File: config.mk
export PLATFORM = sky130hd
export DESIGN_NAME = spram_arbiter_flat
export DESIGN_NICKNAME = d
export VERILOG_FILES = /design/src/rtl/spram_arbiter_pkg.sv /design/src/rtl/spram_arbiter_if.sv /design/src/rtl/spram_arbiter_rr_burst_arb2.sv /design/src/rtl/spram_arbiter.sv /design/src/flat_wrapper.sv
export SDC_FILE = /design/constraint.sdc
export NUM_CORES = 1
export LEC_CHECK = 0
export ABC_AREA = 1
export CAP_MARGIN = 20
export CORE_ASPECT_RATIO = 0.9
export CORE_MARGIN = 2
export CORE_UTILIZATION = 30
export DETAILED_ROUTE_END_ITERATION = 7
export GPL_ROUTABILITY_DRIVEN = 0
export PLACE_DENSITY = 0.86
export RECOVER_POWER = 50
export SYNTH_ARGS = -nofsm -noshare
export SYNTH_HDL_FRONTEND = slang
export SYNTH_SLANG_ARGS = --single-unit
File: constraint.sdc
create_clock -name clk -period 2.5 [get_ports clk]
set_input_delay 0.25 -clock clk [delete_from_list [all_inputs] [get_ports clk]]
set_output_delay 0.25 -clock clk [all_outputs]
set_load 0.02 [all_outputs]
File: src/rtl/spram_arbiter_pkg.sv
// Shared types for the single-port RAM arbiter: owner FSM states and side encoding.
package spram_arb_pkg;

  typedef enum logic [1:0] {
    IDLE  = 2'd0,
    OWN_A = 2'd1,
    OWN_B = 2'd2
  } owner_e;

  localparam logic SIDE_A = 1'b0;
  localparam logic SIDE_B = 1'b1;

endpackage

File: src/rtl/spram_arbiter_if.sv
// Requester A/B, and RAM pin bundle, around the arbiter; slave = arbiter view, master = environment view.
interface spram_arbiter_if #(
  parameter int DATA_WIDTH = 8,
  parameter int ADDR_WIDTH = 4
) ();

  logic                  a_req;
  logic                  a_wr;
  logic [ADDR_WIDTH-1:0] a_addr;
  logic [DATA_WIDTH-1:0] a_din;
  logic                  a_gnt;
  logic                  a_rvalid;
  logic [DATA_WIDTH-1:0] a_dout;

  logic                  b_req;
  logic                  b_wr;
  logic [ADDR_WIDTH-1:0] b_addr;
  logic [DATA_WIDTH-1:0] b_din;
  logic                  b_gnt;
  logic                  b_rvalid;
  logic [DATA_WIDTH-1:0] b_dout;

  logic                  ram_wr;
  logic [ADDR_WIDTH-1:0] ram_addr;
  logic [DATA_WIDTH-1:0] ram_din;
  logic [DATA_WIDTH-1:0] ram_dout;

  modport slave (
    input  a_req, a_wr, a_addr, a_din,
    input  b_req, b_wr, b_addr, b_din,
    input  ram_dout,
    output a_gnt, a_rvalid, a_dout,
    output b_gnt, b_rvalid, b_dout,
    output ram_wr, ram_addr, ram_din
  );

  modport master (
    output a_req, a_wr, a_addr, a_din,
    output b_req, b_wr, b_addr, b_din,
    output ram_dout,
    input  a_gnt, a_rvalid, a_dout,
    input  b_gnt, b_rvalid, b_dout,
    input  ram_wr, ram_addr, ram_din
  );

endinterface

File: src/rtl/spram_arbiter_rr_burst_arb2.sv
// Two-way round-robin arbiter with bounded bursts; combinational one-hot grant,
// owner/last/beat count registered. Grants are forced low while rst_n is asserted.
module rr_burst_arb2
  import spram_arb_pkg::*;
#(
  parameter int BURST_LEN = 4
) (
  input  logic       clk,
  input  logic       rst_n,
  input  logic [1:0] req,
  output logic [1:0] gnt
);

  localparam int CW = $clog2(BURST_LEN + 1);
  typedef logic [CW-1:0] cnt_t;
  localparam cnt_t BL = cnt_t'(BURST_LEN);

  owner_e state_q, state_d;
  logic   last_q, last_d;
  cnt_t   cnt_q, cnt_d;
  logic   own, oth, win, win_vld;
  logic [1:0] gnt_c;

  always_ff @(posedge clk or negedge rst_n) begin
    if (!rst_n) begin
      state_q <= IDLE;
      last_q  <= SIDE_B;
      cnt_q   <= '0;
    end else begin
      state_q <= state_d;
      last_q  <= last_d;
      cnt_q   <= cnt_d;
    end
  end

  always_comb begin
    state_d = state_q;
    last_d  = last_q;
    cnt_d   = cnt_q;
    gnt_c   = 2'b00;
    win     = SIDE_A;
    win_vld = 1'b0;
    own     = (state_q == OWN_B) ? SIDE_B : SIDE_A;
    oth     = ~own;

    if (state_q == IDLE) begin
      if (req[0] && req[1]) begin
        win_vld = 1'b1;
        win     = ~last_q;
      end else if (req[0]) begin
        win_vld = 1'b1;
        win     = SIDE_A;
      end else if (req[1]) begin
        win_vld = 1'b1;
        win     = SIDE_B;
      end
    end else begin
      if (req[own] && (cnt_q < BL)) begin
        win_vld = 1'b1;
        win     = own;
      end else if (req[oth]) begin
        win_vld = 1'b1;
        win     = oth;
      end else if (req[own]) begin
        win_vld = 1'b1;
        win     = own;
      end
    end

    if (win_vld) begin
      gnt_c[win] = 1'b1;
      state_d    = (win == SIDE_B) ? OWN_B : OWN_A;
      last_d     = win;
      // A side switch or an uncontested overrun restarts the burst at one beat.
      if ((state_q != IDLE) && (win != own)) begin
        cnt_d = cnt_t'(1);
      end else if (cnt_q < BL) begin
        cnt_d = cnt_q + cnt_t'(1);
      end else begin
        cnt_d = cnt_t'(1);
      end
    end else begin
      state_d = IDLE;
      cnt_d   = '0;
    end
  end

  assign gnt = gnt_c & {2{rst_n}};

endmodule

File: src/rtl/spram_arbiter.sv
// Shares one single-port RAM between requesters A and B; grant is same-cycle,
// read data returns one cycle after the read grant to the requester that issued it.
module spram_arbiter
  import spram_arb_pkg::*;
#(
  parameter int DATA_WIDTH = 8,
  parameter int ADDR_WIDTH = 4,
  parameter int BURST_LEN  = 4
) (
  input  logic             clk,
  input  logic             rst_n,
  spram_arbiter_if.slave   bus
);

  logic [1:0]            req;
  logic [1:0]            gnt;
  logic                  mux_wr;
  logic [ADDR_WIDTH-1:0] mux_addr;
  logic [DATA_WIDTH-1:0] mux_din;
  logic                  a_rvalid_q, b_rvalid_q;

  assign req = {bus.b_req, bus.a_req};

  rr_burst_arb2 #(
    .BURST_LEN (BURST_LEN)
  ) u_arb (
    .clk   (clk),
    .rst_n (rst_n),
    .req   (req),
    .gnt   (gnt)
  );

  assign bus.a_gnt = gnt[SIDE_A];
  assign bus.b_gnt = gnt[SIDE_B];

  always_comb begin
    mux_wr   = 1'b0;
    mux_addr = '0;
    mux_din  = '0;
    if (gnt[SIDE_A]) begin
      mux_wr   = bus.a_wr;
      mux_addr = bus.a_addr;
      mux_din  = bus.a_din;
    end else if (gnt[SIDE_B]) begin
      mux_wr   = bus.b_wr;
      mux_addr = bus.b_addr;
      mux_din  = bus.b_din;
    end
  end

  assign bus.ram_wr   = mux_wr;
  assign bus.ram_addr = mux_addr;
  assign bus.ram_din  = mux_din;

  always_ff @(posedge clk or negedge rst_n) begin
    if (!rst_n) begin
      a_rvalid_q <= 1'b0;
      b_rvalid_q <= 1'b0;
    end else begin
      a_rvalid_q <= gnt[SIDE_A] & ~bus.a_wr;
      b_rvalid_q <= gnt[SIDE_B] & ~bus.b_wr;
    end
  end

  assign bus.a_rvalid = a_rvalid_q;
  assign bus.b_rvalid = b_rvalid_q;
  assign bus.a_dout   = bus.ram_dout;
  assign bus.b_dout   = bus.ram_dout;

endmodule

File: src/flat_wrapper.sv
// flat-port wrapper written by rule: the top's interface ports become plain ports
module spram_arbiter_flat import spram_arb_pkg::*;
#(
  parameter int DATA_WIDTH = 8,
  parameter int ADDR_WIDTH = 4,
  parameter int BURST_LEN  = 4
)
  (clk, rst_n, bus_a_req, bus_a_wr, bus_a_addr, bus_a_din, bus_b_req, bus_b_wr, bus_b_addr, bus_b_din, bus_ram_dout, bus_a_gnt, bus_a_rvalid, bus_a_dout, bus_b_gnt, bus_b_rvalid, bus_b_dout, bus_ram_wr, bus_ram_addr, bus_ram_din);
  spram_arbiter_if #(.DATA_WIDTH(DATA_WIDTH), .ADDR_WIDTH(ADDR_WIDTH)) bus_i ();
  input  logic clk;
  input  logic rst_n;
  input wire logic [$bits(bus_i.a_req)-1:0] bus_a_req;
  input wire logic [$bits(bus_i.a_wr)-1:0] bus_a_wr;
  input wire logic [$bits(bus_i.a_addr)-1:0] bus_a_addr;
  input wire logic [$bits(bus_i.a_din)-1:0] bus_a_din;
  input wire logic [$bits(bus_i.b_req)-1:0] bus_b_req;
  input wire logic [$bits(bus_i.b_wr)-1:0] bus_b_wr;
  input wire logic [$bits(bus_i.b_addr)-1:0] bus_b_addr;
  input wire logic [$bits(bus_i.b_din)-1:0] bus_b_din;
  input wire logic [$bits(bus_i.ram_dout)-1:0] bus_ram_dout;
  output wire logic [$bits(bus_i.a_gnt)-1:0] bus_a_gnt;
  output wire logic [$bits(bus_i.a_rvalid)-1:0] bus_a_rvalid;
  output wire logic [$bits(bus_i.a_dout)-1:0] bus_a_dout;
  output wire logic [$bits(bus_i.b_gnt)-1:0] bus_b_gnt;
  output wire logic [$bits(bus_i.b_rvalid)-1:0] bus_b_rvalid;
  output wire logic [$bits(bus_i.b_dout)-1:0] bus_b_dout;
  output wire logic [$bits(bus_i.ram_wr)-1:0] bus_ram_wr;
  output wire logic [$bits(bus_i.ram_addr)-1:0] bus_ram_addr;
  output wire logic [$bits(bus_i.ram_din)-1:0] bus_ram_din;
  assign bus_i.a_req = bus_a_req;
  assign bus_i.a_wr = bus_a_wr;
  assign bus_i.a_addr = bus_a_addr;
  assign bus_i.a_din = bus_a_din;
  assign bus_i.b_req = bus_b_req;
  assign bus_i.b_wr = bus_b_wr;
  assign bus_i.b_addr = bus_b_addr;
  assign bus_i.b_din = bus_b_din;
  assign bus_i.ram_dout = bus_ram_dout;
  assign bus_a_gnt = bus_i.a_gnt;
  assign bus_a_rvalid = bus_i.a_rvalid;
  assign bus_a_dout = bus_i.a_dout;
  assign bus_b_gnt = bus_i.b_gnt;
  assign bus_b_rvalid = bus_i.b_rvalid;
  assign bus_b_dout = bus_i.b_dout;
  assign bus_ram_wr = bus_i.ram_wr;
  assign bus_ram_addr = bus_i.ram_addr;
  assign bus_ram_din = bus_i.ram_din;
  spram_arbiter #(.DATA_WIDTH(DATA_WIDTH), .ADDR_WIDTH(ADDR_WIDTH), .BURST_LEN(BURST_LEN)) u_core (.clk(clk), .rst_n(rst_n), .bus(bus_i));
endmodule
Word level (Yosys, flattened, before mapping)
Index checks and enable logic that the tools add are counted.
W data, S select, Z words.

word-level totals
  word-level logic and storage cells = 58
  flip-flop bits (word level) = 8

operators by class
  muxes and demuxes = 32
  $add $sub $neg = 1
  eq/ne operators = 2
  order comparisons = 5
  reduce and logical (&&, ||, !) cells = 6
  bitwise logic cells = 7

operators by type and width
  cell                   number
  $mux W1                21
  $mux W8                2
  $mux W3                3
  $mux W4                2
  $lt A1 B2 Y1 const B   3
  $mux W2                3
  $logic_and A1 B1 Y1    4
  $not A1 Y1             4
  $add A3 B1 Y3 const B  1
  $lt A3 B3 Y1 const B   1
  $and A1 B1 Y1          2
  $and A2 B2 Y2          1
  $eq A2 B2 Y1 const B   1
  $logic_not A2 Y1       1
  $reduce_bool A2 Y1     1
  $demux W1 S1           1
  $ge A1 B1 Y1 const B   1
  $ne A1 B1 Y1           1

Logic depth before layout (Yosys ltp)
  depth in word-level cells = 16
  mapped depth = 10

Cells and area by module
Synthesis repeated with hierarchy kept, for this count alone.

second synthesis, totals
  cell total of the unflattened synthesis = 105
  area total of the unflattened synthesis = 689.4 sq um

modules (own cells, without submodules)
  module         sequential area each (sq um)  area an instance (sq um)  cells an instance  instances
  spram_arbiter  50.0                          374.1                     64                 1
  rr_burst_arb2  151.4                         315.3                     41                 1

Worst setup path after synthesis
Ideal clock, no wire load.

  path type = reg-to-output
  from = register u_core.u_arb.last_q
  to = output port bus_ram_addr[3]
  data arrival time = 1.281 ns
  stages on the path, launching flop included = 10
  slack = 0.969 ns
  required time = 2.250 ns
  cell sequence = dfstp_2 > nand2_1 > inv_1 > a21oi_4 > nand2_4 > nand3_4 > inv_4 > buf_8 > nand2_1 > nand2_1

on the way
  elaborated cells between the ends (all ways) = 12
  those cells by class = order compare: 2; mux: 7; bitwise: 2; reduce/logical: 1

RTL lines
  what                                                                       RTL line                           source
  start, declared                                                            spram_arbiter_rr_burst_arb2.sv:19  logic last_q, last_d;
  start signal, assigned                                                     spram_arbiter_rr_burst_arb2.sv:31  last_q <= last_d;
  $not A1 Y1 *                                                               spram_arbiter_rr_burst_arb2.sv:49  win = ~last_q;
  $mux W1 *                                                                  spram_arbiter_rr_burst_arb2.sv:47  if (req[0] && req[1]) begin
  $mux W1 *                                                                  spram_arbiter_rr_burst_arb2.sv:46  if (state_q == IDLE) begin
  $lt A1 B2 Y1 (not written as such) / $ge A1 B1 Y1 (equally long branches)  spram_arbiter_rr_burst_arb2.sv:71  gnt_c[win] = 1'b1;
  $logic_and A1 B1 Y1 (not written as such)                                  spram_arbiter_rr_burst_arb2.sv:71
  $mux W1 (not written as such)                                              spram_arbiter_rr_burst_arb2.sv:71
  $demux W1 S1 *                                                             spram_arbiter_rr_burst_arb2.sv:71
  $mux W2 *                                                                  spram_arbiter_rr_burst_arb2.sv:70  if (win_vld) begin
  $and A2 B2 Y2 *                                                            spram_arbiter_rr_burst_arb2.sv:88  assign gnt = gnt_c & {2{rst_n}};
  via bus_a_gnt                                                              flat_wrapper.sv:21                 output wire logic [$bits(bus_i.a_gnt)-1:0] bus_a_gnt;
  $mux W4 *                                                                  spram_arbiter.sv:40                if (gnt[SIDE_A]) begin
  end, declared                                                              flat_wrapper.sv:28                 output wire logic [$bits(bus_i.ram_addr)-1:0] bus_ram_addr;

The timed path passes the listed nets; every way through them passes the cells marked *.

Worst setup path in the final report
  from = input port bus_a_req
  to = output port bus_ram_din[6]

on the way
  word-level cells in the longest chain between the ends = 14
  elaborated cells between the ends (all ways) = 27
  those cells by class = order compare: 2; mux: 21; bitwise: 1; reduce/logical: 3

ends and longest elaborated chain
  what                                                                       RTL line                                                              source
  start, declared                                                            flat_wrapper.sv:12                                                    input wire logic [$bits(bus_i.a_req)-1:0] bus_a_req;
  $mux W1 (not written as such) (2 in a row)                                 spram_arbiter_rr_burst_arb2.sv:58, spram_arbiter_rr_burst_arb2.sv:64
  $mux W1                                                                    spram_arbiter_rr_burst_arb2.sv:64                                     end else if (req[own]) begin
  $mux W1                                                                    spram_arbiter_rr_burst_arb2.sv:61                                     end else if (req[oth]) begin
  $mux W1                                                                    spram_arbiter_rr_burst_arb2.sv:58                                     if (req[own] && (cnt_q < BL)) begin
  $mux W1                                                                    spram_arbiter_rr_burst_arb2.sv:46
  $lt A1 B2 Y1 (not written as such) / $ge A1 B1 Y1 (equally long branches)  spram_arbiter_rr_burst_arb2.sv:71
  $logic_and A1 B1 Y1 (not written as such)                                  spram_arbiter_rr_burst_arb2.sv:71
  $mux W1 (not written as such)                                              spram_arbiter_rr_burst_arb2.sv:71
  $demux W1 S1                                                               spram_arbiter_rr_burst_arb2.sv:71
  $mux W2 *                                                                  spram_arbiter_rr_burst_arb2.sv:70
  $and A2 B2 Y2 *                                                            spram_arbiter_rr_burst_arb2.sv:88
  $mux W8                                                                    spram_arbiter.sv:44                                                   end else if (gnt[SIDE_B]) begin
  $mux W8 *                                                                  spram_arbiter.sv:40
  end, declared                                                              flat_wrapper.sv:29                                                    output wire logic [$bits(bus_i.ram_din)-1:0] bus_ram_din;

Mark *: on every way between the ends. The rest lies on a longest branch, timed or not. The select of a mux whose other input is x is not followed.

==> flow_metrics.tcl <==
set metrics [dict create \
    postRouteAntennaNets 0 \
    post_synth_inst_count 108 \
    power.density_mw_per_mm2 467.2 \
    finalMaxSlewViolations 0 \
    worstSkewPairLatency_ns 0.26 \
    synth_top_cell_area_share 0.2500 \
    grt_remaining_overflow 0 \
    mappedNetlistNets 147 \
    vias_in_the_first_global_route 679 \
    synth_cell_types 18 \
    ioPinCount 71 \
    worst_slew_pin_slew_ns 0.4204 \
    clock-root-buffer "sky130_fd_sc_hd__clkbuf_4" \
    nets 182 \
    rsz0062_at_grt "false" \
    cts_buffer_count 3 \
    initial_core_util 0.3243 \
    startpoint "bus_a_req" \
    crit_path_end_kind "primary output" \
    crit_chain "clkdlybuf4s50_1, inv_1, nor2_2, nand2_2, nand2_4, nand3_4, inv_4, nand2_1, nand2_1, clkdlybuf4s50_1" \
    place_ws_ns 0.1239 \
    timing.critical_path.arrival_ns 2.11 \
    post-route-cell-area_mm2 0.001110 \
    global_route_wire_length_before_repair_mm 2.870 \
    period_needed_ns 2.360 \
    largest_stage_delay_worst_path_ns 0.61 \
    yosysWarningCount 0 \
    final.setup_skew_ns 0.005433 \
    netlist_top_cells_area "sky130_fd_sc_hd__nand2_1 (25%), sky130_fd_sc_hd__dfrtp_1 (24%), sky130_fd_sc_hd__buf_4 (17%)" \
    maxClockFrequency_ghz 0.4237 \
    worst_setup_path_start_kind "input port" \
    timing.setup.critical_path_class "input port to primary output" \
    synth_seq_cells 8 \
    critical_path.max_fanout 14 \
    hpwlAfterDp_mm 1.368 \
    critical-path-top-delay-family "buffers and inverters" \
    critPathRequiredTime_ns 2.25 \
    max_slew_margin 0.7197 \
    grt_max_degree 15 \
    netlist_area_um2 720.7 \
    die_height_um 50.50 \
    post_dp_cell_area_mm2 0.001076 \
    port_buffers 46 \
    grt.total_usage 0.1292 \
    cts.repair_timing.setup_buffer_count 0 \
    std_cell_rows 16 \
    route.final.wire_length_mm 1.675 \
    report.final.setup_viol 0 \
    detailedRoute.firstPassIterationCount 4 \
    clock_path_buffers 2 \
    tritoncts "done" \
    post_drt_wl_per_cell_um 9.911 \
    route.detailed.vias_per_inst 4.254 \
    cts.htree.levels 1 \
    minimum_setup_slack_in_the_final_design_ns 0.1396 \
    drive_above_1_share 0.09155 \
    setup_total_negative_slack_ns 0 \
    clkSinkCount 8 \
    regToRegStartpoint "u_core.u_arb.state_q[0]" \
    die_area_mm2 0.002811 \
    post-synth-top-area-cell "sky130_fd_sc_hd__nand2_1" \
    insertedDiodeCount 0 \
    report.final.hold_viol_count 0 \
    hp-start "u_core.u_arb.last_q" \
    outcome "complete, no violations" \
    cap_violations 0 \
    die_w_um 55.67 \
    peakVddDrop_mv 0.1633 \
    design.core.area_mm2 0.002222 \
    area_growth_pct 53.99 \
    clkTransAtPathRegs_ns 0.05 \
    total_leakage_power_nw 0.5516 \
    drc 0 \
    cp_num_buf_inv 4 \
    antenna_violations_before_repair 0 \
    synth.yosys.seq_area_share 0.2795 \
    period_share 0.9442 \
    slowest_stage "sky130_fd_sc_hd__clkdlybuf4s50_1" \
    synth_area_per_cell_um2 6.673 \
    drt_first_iter_violations 18 \
    worst_hold_path_type "flop to flop" \
    vias 719 \
]
-- stage by stage --
| step | power [mW] | util | hold WS, ns | std cells |
|---|---|---|---|---|
| final | 0.5185 | 0.4994 | 0.4712 | 169 |
| after global routing | 0.5586 | 0.4994 | 0.4922 | 169 |
| after CTS | 0.5216 | 0.4961 | 0.4218 | 168 |
| after detailed placement | 0.4136 | 0.4842 | 0.4611 | 164 |
| after global placement | 0.4062 | 0.4842 | 0.4651 | 164 |
| after floorplan | 0.3423 | - | -0.04559 | 108 |
-- layer usage --
layer | routed length [µm] | global-route usage
met1 | 644 | 0.1424
met2 | 856 | 0.2202
met3 | 142 | 0.03351
met4 | 32 | 0.08537
met5 | 0 | 0
-- synth_stat cells (all sizes together) --
cell type   n
dfstp       1
ha          1
nand2      50
nand3       4
buf        18
nor3        1
dfrtp       7
inv        15
nor2       10
a21oi       1
-- flip-flops by register name, indices dropped and copies added (netlist names) --
name / cells
u_core.u_arb.state_q: 2
u_core.u_arb.cnt_q: 3
u_core.u_arb.last_q: 1
u_core.bus.a_rvalid: 1
u_core.bus.b_rvalid: 1
-- path summary, 6_finish.rpt --
path | endpoint | slack, ns | cells past startpoint
max in group asynchronous | u_core.u_arb.last_q | 1.59 | 2
min in group asynchronous | u_core.u_arb.cnt_q[1] | 0.58 | 2
worst max register to register | u_core.u_arb.cnt_q[1] | 1.27 | 7
worst max-delay path | bus_ram_din[6] | 0.14 | 10
worst min register to register | u_core.u_arb.last_q | 0.47 | 2
worst min-delay path | u_core.u_arb.last_q | 0.47 | 2
-- cell usage in the layout (no fill, tap or decap) --
cell / instances
sky130_fd_sc_hd__a21oi_4: 1
sky130_fd_sc_hd__clkbuf_1: 2
sky130_fd_sc_hd__clkbuf_4: 3
sky130_fd_sc_hd__clkdlybuf4s50_1: 45
sky130_fd_sc_hd__dfrtp_1: 7
sky130_fd_sc_hd__dfstp_2: 1
sky130_fd_sc_hd__dlygate4sd3_1: 1
sky130_fd_sc_hd__ha_1: 1
sky130_fd_sc_hd__inv_1: 14
sky130_fd_sc_hd__inv_4: 1
sky130_fd_sc_hd__nand2_1: 48
sky130_fd_sc_hd__nand2_2: 1
sky130_fd_sc_hd__nand2_4: 1
sky130_fd_sc_hd__nand3_1: 3
sky130_fd_sc_hd__nand3_4: 1
sky130_fd_sc_hd__nor2_1: 7
sky130_fd_sc_hd__nor2_2: 2
sky130_fd_sc_hd__nor2_4: 2
sky130_fd_sc_hd__nor3_1: 1
-- cells by family after synthesis --
| family | after synthesis | share of synthesized area |
|---|---|---|
| buffers and inverters | 33 | 0.2847 |
| AND/OR/NAND/NOR | 65 | 0.3958 |
| AO/OA/AOI/OAI | 1 | 0.02258 |
| adder cells (fa/ha/maj) | 1 | 0.01736 |
| flip-flops | 8 | 0.2795 |
-- layout make-up --
cell class              count  area, µm²
fillers                   228       1112
repair buffers             47      464.2
multi-input cells          68      325.3
flip-flops and latches      8      201.4
inverters                  15      58.81
well taps                  27      33.78
clock buffers               4      26.28
-- timing repair --
item	CTS	global route
resized for setup	0	1
endpoints found under the setup margin	0	12
hold buffers	0	0
-- report_power, final --
part | switching [mW] | leakage, nW | internal, mW
clock network | 0.0452 | 0.0150 | 0.0611
logic | 0.123 | 0.437 | 0.120
registers | 0.0137 | 0.0999 | 0.155
-- worst min-delay path, delay by kind of cell (launching register included) --
family           cells  cell delay, ns
and+or+nand+nor      2            0.11
DFF                  1            0.36
Note: power is estimated with default switching activity, not from simulation.
